--- src/rtl/messbauer_diff_discriminator_counter_pkg.sv ---
// Shared pulse-FSM state codes and default sizing for the discriminator counter and its benches.
// Pure declarations: no logic, no latency, no flow control.
package messbauer_diff_discriminator_counter_pkg;

    typedef enum logic [1:0] {
        ST_IDLE       = 2'd0,
        ST_LOWER_HIGH = 2'd1,
        ST_STUCK      = 2'd2
    } pulse_state_e;

    localparam int DEF_NUM_CHANNELS    = 512;
    localparam int DEF_CHANNEL_WIDTH   = 9;
    localparam int DEF_COUNT_WIDTH     = 16;
    localparam int DEF_MIN_LOWER_WIDTH = 2;
    localparam int DEF_MAX_LOWER_WIDTH = 64;

endpackage

--- src/rtl/messbauer_signal_synchronizer.sv ---
// 2-FF synchronizer plus registered rise/fall flags; flags and level appear 3 aclk cycles after the pin.
// No flow control: flags are single-cycle pulses the consumer must take when they occur.
module messbauer_signal_synchronizer (
    input  logic aclk,
    input  logic areset_n,
    input  logic async_in,
    output logic level,
    output logic rise,
    output logic fall
);

    logic meta_q, meta_d;
    logic sync_q, sync_d;
    logic prev_q, prev_d;
    logic rise_q, rise_d;
    logic fall_q, fall_d;

    always_comb begin
        meta_d = async_in;
        sync_d = meta_q;
        prev_d = sync_q;
        rise_d = sync_q & ~prev_q;
        fall_d = ~sync_q & prev_q;
    end

    always_ff @(posedge aclk or negedge areset_n) begin
        if (!areset_n) begin
            meta_q <= 1'b0;
            sync_q <= 1'b0;
            prev_q <= 1'b0;
            rise_q <= 1'b0;
            fall_q <= 1'b0;
        end else begin
            meta_q <= meta_d;
            sync_q <= sync_d;
            prev_q <= prev_d;
            rise_q <= rise_d;
            fall_q <= fall_d;
        end
    end

    // prev_q is the synchronized level delayed to line up with the edge flags
    assign level = prev_q;
    assign rise  = rise_q;
    assign fall  = fall_q;

endmodule

--- src/rtl/messbauer_diff_discriminator_counter.sv ---
// Classifies lower-threshold pulses as accepted/rejected, counts them per channel and emits one result per channel strobe.
// Result appears 1 cycle after the synchronized channel rise; a close while the result is still unconsumed overwrites it and sets overrun.
module messbauer_diff_discriminator_counter
    import messbauer_diff_discriminator_counter_pkg::*;
#(
    parameter int NUM_CHANNELS    = DEF_NUM_CHANNELS,
    parameter int CHANNEL_WIDTH   = DEF_CHANNEL_WIDTH,
    parameter int COUNT_WIDTH     = DEF_COUNT_WIDTH,
    parameter int MIN_LOWER_WIDTH = DEF_MIN_LOWER_WIDTH,
    parameter int MAX_LOWER_WIDTH = DEF_MAX_LOWER_WIDTH
) (
    input  logic                     aclk,
    input  logic                     areset_n,
    input  logic                     lower_threshold,
    input  logic                     upper_threshold,
    input  logic                     channel,
    output logic                     result_valid,
    input  logic                     result_ready,
    output logic [CHANNEL_WIDTH-1:0] channel_index,
    output logic [COUNT_WIDTH-1:0]   accepted_count,
    output logic [COUNT_WIDTH-1:0]   rejected_count,
    output logic                     overrun,
    output logic                     stuck_error
);

    localparam int WW = $clog2(MAX_LOWER_WIDTH + 1);

    logic lower_rise, lower_fall, upper_lvl, upper_rise, chan_rise;
    logic unused_lower_lvl, unused_upper_fall, unused_chan_lvl, unused_chan_fall;

    messbauer_signal_synchronizer u_sync_lower (
        .aclk(aclk), .areset_n(areset_n), .async_in(lower_threshold),
        .level(unused_lower_lvl), .rise(lower_rise), .fall(lower_fall)
    );

    messbauer_signal_synchronizer u_sync_upper (
        .aclk(aclk), .areset_n(areset_n), .async_in(upper_threshold),
        .level(upper_lvl), .rise(upper_rise), .fall(unused_upper_fall)
    );

    messbauer_signal_synchronizer u_sync_channel (
        .aclk(aclk), .areset_n(areset_n), .async_in(channel),
        .level(unused_chan_lvl), .rise(chan_rise), .fall(unused_chan_fall)
    );

    pulse_state_e            state_q, state_d;
    logic [WW-1:0]           width_q, width_d;
    logic                    seen_q, seen_d;
    logic                    stuck_q, stuck_d;
    logic [WW-1:0]           width_inc;
    logic                    seen_now;
    logic                    inc_acc, inc_rej;

    logic [COUNT_WIDTH-1:0]   acc_q, acc_d, rej_q, rej_d;
    logic [COUNT_WIDTH-1:0]   acc_next, rej_next;
    logic [COUNT_WIDTH-1:0]   res_acc_q, res_acc_d, res_rej_q, res_rej_d;
    logic [CHANNEL_WIDTH-1:0] chan_cnt_q, chan_cnt_d, idx_q, idx_d;
    logic                     valid_q, valid_d;
    logic                     overrun_q, overrun_d;

    function automatic logic [COUNT_WIDTH-1:0] sat_inc(input logic [COUNT_WIDTH-1:0] v,
                                                       input logic inc);
        if (inc && (v != {COUNT_WIDTH{1'b1}}))
            return v + COUNT_WIDTH'(1);
        return v;
    endfunction

    // width_inc is the pulse length in cycles including the current one
    always_comb begin
        state_d   = state_q;
        width_d   = width_q;
        seen_d    = seen_q;
        stuck_d   = stuck_q;
        inc_acc   = 1'b0;
        inc_rej   = 1'b0;
        width_inc = width_q + WW'(1);
        seen_now  = seen_q | upper_lvl | upper_rise;
        case (state_q)
            ST_IDLE: begin
                if (lower_rise) begin
                    state_d = ST_LOWER_HIGH;
                    width_d = '0;
                    seen_d  = 1'b0;
                end
            end
            ST_LOWER_HIGH: begin
                width_d = width_inc;
                seen_d  = seen_now;
                if (lower_fall) begin
                    state_d = ST_IDLE;
                    if (width_inc >= WW'(MIN_LOWER_WIDTH)) begin
                        inc_acc = ~seen_now;
                        inc_rej = seen_now;
                    end
                end else if (width_inc >= WW'(MAX_LOWER_WIDTH)) begin
                    state_d = ST_STUCK;
                    stuck_d = 1'b1;
                end
            end
            ST_STUCK: begin
                if (lower_fall)
                    state_d = ST_IDLE;
            end
            default: state_d = ST_IDLE;
        endcase
    end

    // A classification landing on the close cycle belongs to the closing channel
    always_comb begin
        acc_next   = sat_inc(acc_q, inc_acc);
        rej_next   = sat_inc(rej_q, inc_rej);
        acc_d      = acc_next;
        rej_d      = rej_next;
        res_acc_d  = res_acc_q;
        res_rej_d  = res_rej_q;
        idx_d      = idx_q;
        chan_cnt_d = chan_cnt_q;
        overrun_d  = overrun_q;
        valid_d    = valid_q;
        if (valid_q && result_ready)
            valid_d = 1'b0;
        if (chan_rise) begin
            res_acc_d  = acc_next;
            res_rej_d  = rej_next;
            acc_d      = '0;
            rej_d      = '0;
            idx_d      = chan_cnt_q;
            chan_cnt_d = (chan_cnt_q == CHANNEL_WIDTH'(NUM_CHANNELS - 1)) ?
                         '0 : chan_cnt_q + CHANNEL_WIDTH'(1);
            valid_d    = 1'b1;
            if (valid_q && !result_ready)
                overrun_d = 1'b1;
        end
    end

    always_ff @(posedge aclk or negedge areset_n) begin
        if (!areset_n) begin
            state_q    <= ST_IDLE;
            width_q    <= '0;
            seen_q     <= 1'b0;
            stuck_q    <= 1'b0;
            acc_q      <= '0;
            rej_q      <= '0;
            res_acc_q  <= '0;
            res_rej_q  <= '0;
            idx_q      <= '0;
            chan_cnt_q <= '0;
            valid_q    <= 1'b0;
            overrun_q  <= 1'b0;
        end else begin
            state_q    <= state_d;
            width_q    <= width_d;
            seen_q     <= seen_d;
            stuck_q    <= stuck_d;
            acc_q      <= acc_d;
            rej_q      <= rej_d;
            res_acc_q  <= res_acc_d;
            res_rej_q  <= res_rej_d;
            idx_q      <= idx_d;
            chan_cnt_q <= chan_cnt_d;
            valid_q    <= valid_d;
            overrun_q  <= overrun_d;
        end
    end

    assign result_valid   = valid_q;
    assign channel_index  = idx_q;
    assign accepted_count = res_acc_q;
    assign rejected_count = res_rej_q;
    assign overrun        = overrun_q;
    assign stuck_error    = stuck_q;

endmodule
--- config.mk ---
export PLATFORM = sky130hd
export DESIGN_NAME = messbauer_diff_discriminator_counter
export DESIGN_NICKNAME = d
export VERILOG_FILES = /design/src/rtl/messbauer_diff_discriminator_counter_pkg.sv /design/src/rtl/messbauer_signal_synchronizer.sv /design/src/rtl/messbauer_diff_discriminator_counter.sv
export SDC_FILE = /design/constraint.sdc
export NUM_CORES = 1
export LEC_CHECK = 0
export CORE_UTILIZATION = 30
export CTS_BUF_LIST = sky130_fd_sc_hd__clkbuf_16
export DETAILED_ROUTE_END_ITERATION = 10
export GPL_TIMING_DRIVEN = 1
export PLACE_DENSITY = 0.44
export SETUP_SLACK_MARGIN = 0.15
export SLEW_MARGIN = 20
export SYNTH_ARGS = -nofsm -noshare
export SYNTH_HDL_FRONTEND = slang
export SYNTH_SLANG_ARGS = --single-unit
--- constraint.sdc ---
create_clock -name aclk -period 2.9 [get_ports aclk]
set_input_delay 0.87 -clock aclk [delete_from_list [all_inputs] [get_ports aclk]]
set_output_delay 0.87 -clock aclk [all_outputs]
set_load 0.01 [all_outputs]
==> run summary <==
status: finished clean
post-synthesis sequential area ratio: 53.47%
final total negative setup slack: 0 ps
root buffer cell: clkbuf_16
Layout Nets: 556
die area: 17,370 sq um
fin. max-slew vios: 0
Synth Warn #: 0
worst skew pair latency: 360 ps
Worst setup EP type: register
required time of the critical path: 3120 ps
Final setup viols: 0
CP dominant cell by count: xnor2_1
Synth top area share: 53.47%
syn_area_per_cell: 10.09 sq um
largest net degree at the start of global routing: 116
# diodes: 0
Die Y: 131.8 um
Syn Nets: 513
share of layout cells above drive strength 1: 8.743%
number of synthesized flops with an enable pin: 0
Power per Cell Area: 632.7 nW/um^2
worst r2r src: width_q[0]
minimum clock period: 2646 ps
CTS tree: done
worst vdd ir: 0.0002602 V
max cap viols: 0
vias in the first global route: 3,912
Largest delay share family, worst path: compound AO/OA/AOI/OAI gates
FFs w/ async S/R, synth: 100.0%
CTS Buf Count: 9
hold crit path type: reg2reg
worst hold path startpoint: u_sync_upper.meta_q
worst-case clock skew: 13.18 ps
CP max-delay cell: a2111oi_1
synth cell count leaders: dfrtp_1 (108), nor2_1 (48), a21oi_1 (42)
worst path cell trace: ha_1 -> xnor2_1 -> and4b_1 -> mux2_4 -> a2111oi_1 -> buf_4 -> xnor2_1 -> a21oi_1
dpl hpwl: 8036 um
Buf/Inv on CP: 1
CTS H-tree lvls: 3
Cell Area, Synth: 5055 sq um
beginning of the critical path: width_q[0]
antenna-violating nets left: 0
Yosys reg bits: 108
Synth Flop Type: dfrtp_1
Die Width: 131.8 um
wire length per cell: 15.60 um
Setup CP Type: reg2reg
final WL: 12,000 um
Least-Margin Pin Slew: 635.1 ps
Leak Pwr: 2.439 nW
CP arrival: 2860 ps
Fin. Hold Viols: 0
grt ovf: 0
Slew headroom: 57.57%
Distinct cells, synth: 49
placeable core area: 16,520 sq um
critical-path maximum fanout: 18
I/O Pins: 50
CTS max path bufs: 2
final core occ: 37.17%
Overall Global Routing Usage: 14.69%
initial antenna violation count: 0
Fmax: 377.9 MHz
post-synthesis instance total: 501
Synth area leaders: dfrtp_1 (53%), a21oi_1 (4.2%), nor2_1 (3.6%)
drt initial violations: 290
row count: 47
Initial Util: 30.59%
crit-path max cell delay: 640 ps
Final Cycle Share: 91.24%
global-route wire length before repair: 20,290 um
gpl congestion: 0.7808
routed via count: 3,907
dominant cell type by area after synthesis: dfrtp_1
P&R area growth vs syn: 21.51%
vias per cell: 5.081
RSZ-0062 raised after global routing: true
CTS sink cnt: 108
iteration count of the initial detailed-routing pass: 4
Residual DRC: 0
most common cell in the netlist: dfrtp_1
clock-pin slew on the worst setup and hold paths: 70 ps
port bufs: 49
crit start category: register
metrics by stage:
step / hold WS (ps) / cells / power [mW] / cell area, sq um / setup slack [ps]
final: 354.0 / 769 / 3.886 / 6142 / 254.0
after floorplan: 331.2 / 501 / 2.305 / 5055 / 471.0
after CTS: 357.5 / 768 / 3.925 / 6116 / 228.8
after detailed placement: 340.2 / 752 / 2.666 / 5822 / 129.5
after global routing: 367.9 / 769 / 4.118 / 6142 / 106.3
after global placement: 332.8 / 752 / 2.635 / 5822 / 221.6
cell usage in the layout, fill, tap and decap left out, types with 13 or more instances in the layout:
master and count:
o31ai_1 13, dfrtp_1 107, a21oi_1 42, xnor2_1 14, nor2_1 48, clkdlybuf4s50_1 48
and3_1 13, o21ai_0 21, nand3_1 22, or4_1 13, nand2_1 39
sequential cells by signal, summed over array words and instances (netlist names), 2 cells and up:
signal / count
rej_q: 16
rejected_count: 16
width_q: 7
channel_index: 9
acc_q: 16
chan_cnt_q: 9
accepted_count: 16
state_q: 2
layout make-up:
cell class | count | area [sq um]
clock buffers | 9 | 225.2
clock inverters | 7 | 66.31
multi-input cells | 355 | 2227
fillers | 1654 | 10380
well taps | 220 | 275.3
repair buffers | 59 | 600.6
flip-flops and latches | 108 | 2706
inverters | 11 | 41.29
cells by family (layout without fill, tap and decap cells):
group,Yosys count,after routing,synth area share [%]
xor gates and xnor gates,14,14,2.426
adders and majority gates,6,6,1.485
and+or+nand+nor,186,186,18.79
buffers and inverters,38,86,2.896
DFF,108,108,53.47
AOI/OAI and AO/OA,135,135,17.77
muxes,14,14,3.168
power by group:
group	leakage, nW	switching (mW)	internal, mW
clock	0.141	0.571	0.666
combinational	0.892	0.491	0.356
sequential	1.41	0.140	1.66
per-layer routing:
metal	GRT usage (%)	vias to the layer above	wire length, um	part of all wire (%)
met5	0	-	0	0
met4	6.977	0	245	2.0
met3	2.461	13	283	2.4
met2	21.58	58	5185	43
met1	21.00	1902	6282	52
li1	-	1934	-	-
path summary, 6_finish.rpt:
check,endpoint,slack (ps),cells past startpoint
max,rejected_count[13],250,8
min,u_sync_upper.prev_d,350,0
max reg2reg,rejected_count[13],250,8
min reg2reg,u_sync_upper.prev_d,350,0
max in group asynchronous,acc_q[5],1770,2
min in group asynchronous,rej_q[1],500,1
timing repair:
item | in CTS | in global routing
pin swaps | 0 | 1
hold buffers | 0 | 0
setup buffers | 0 | 1
setup endpoints to repair | 10 | 14
gates resized for setup | 2 | 2
worst register-to-register path, delay by kind of cell, from the launching register on:
family          cells  cell delay (ps)
buf+inv             1              220
flops               1              440
fa+ha+maj           1              280
mux                 1              360
simple gates        1              170
xor+xnor            2              290
compound gates      2              750
No activity file was read; power rests on OpenSTA's default activity.
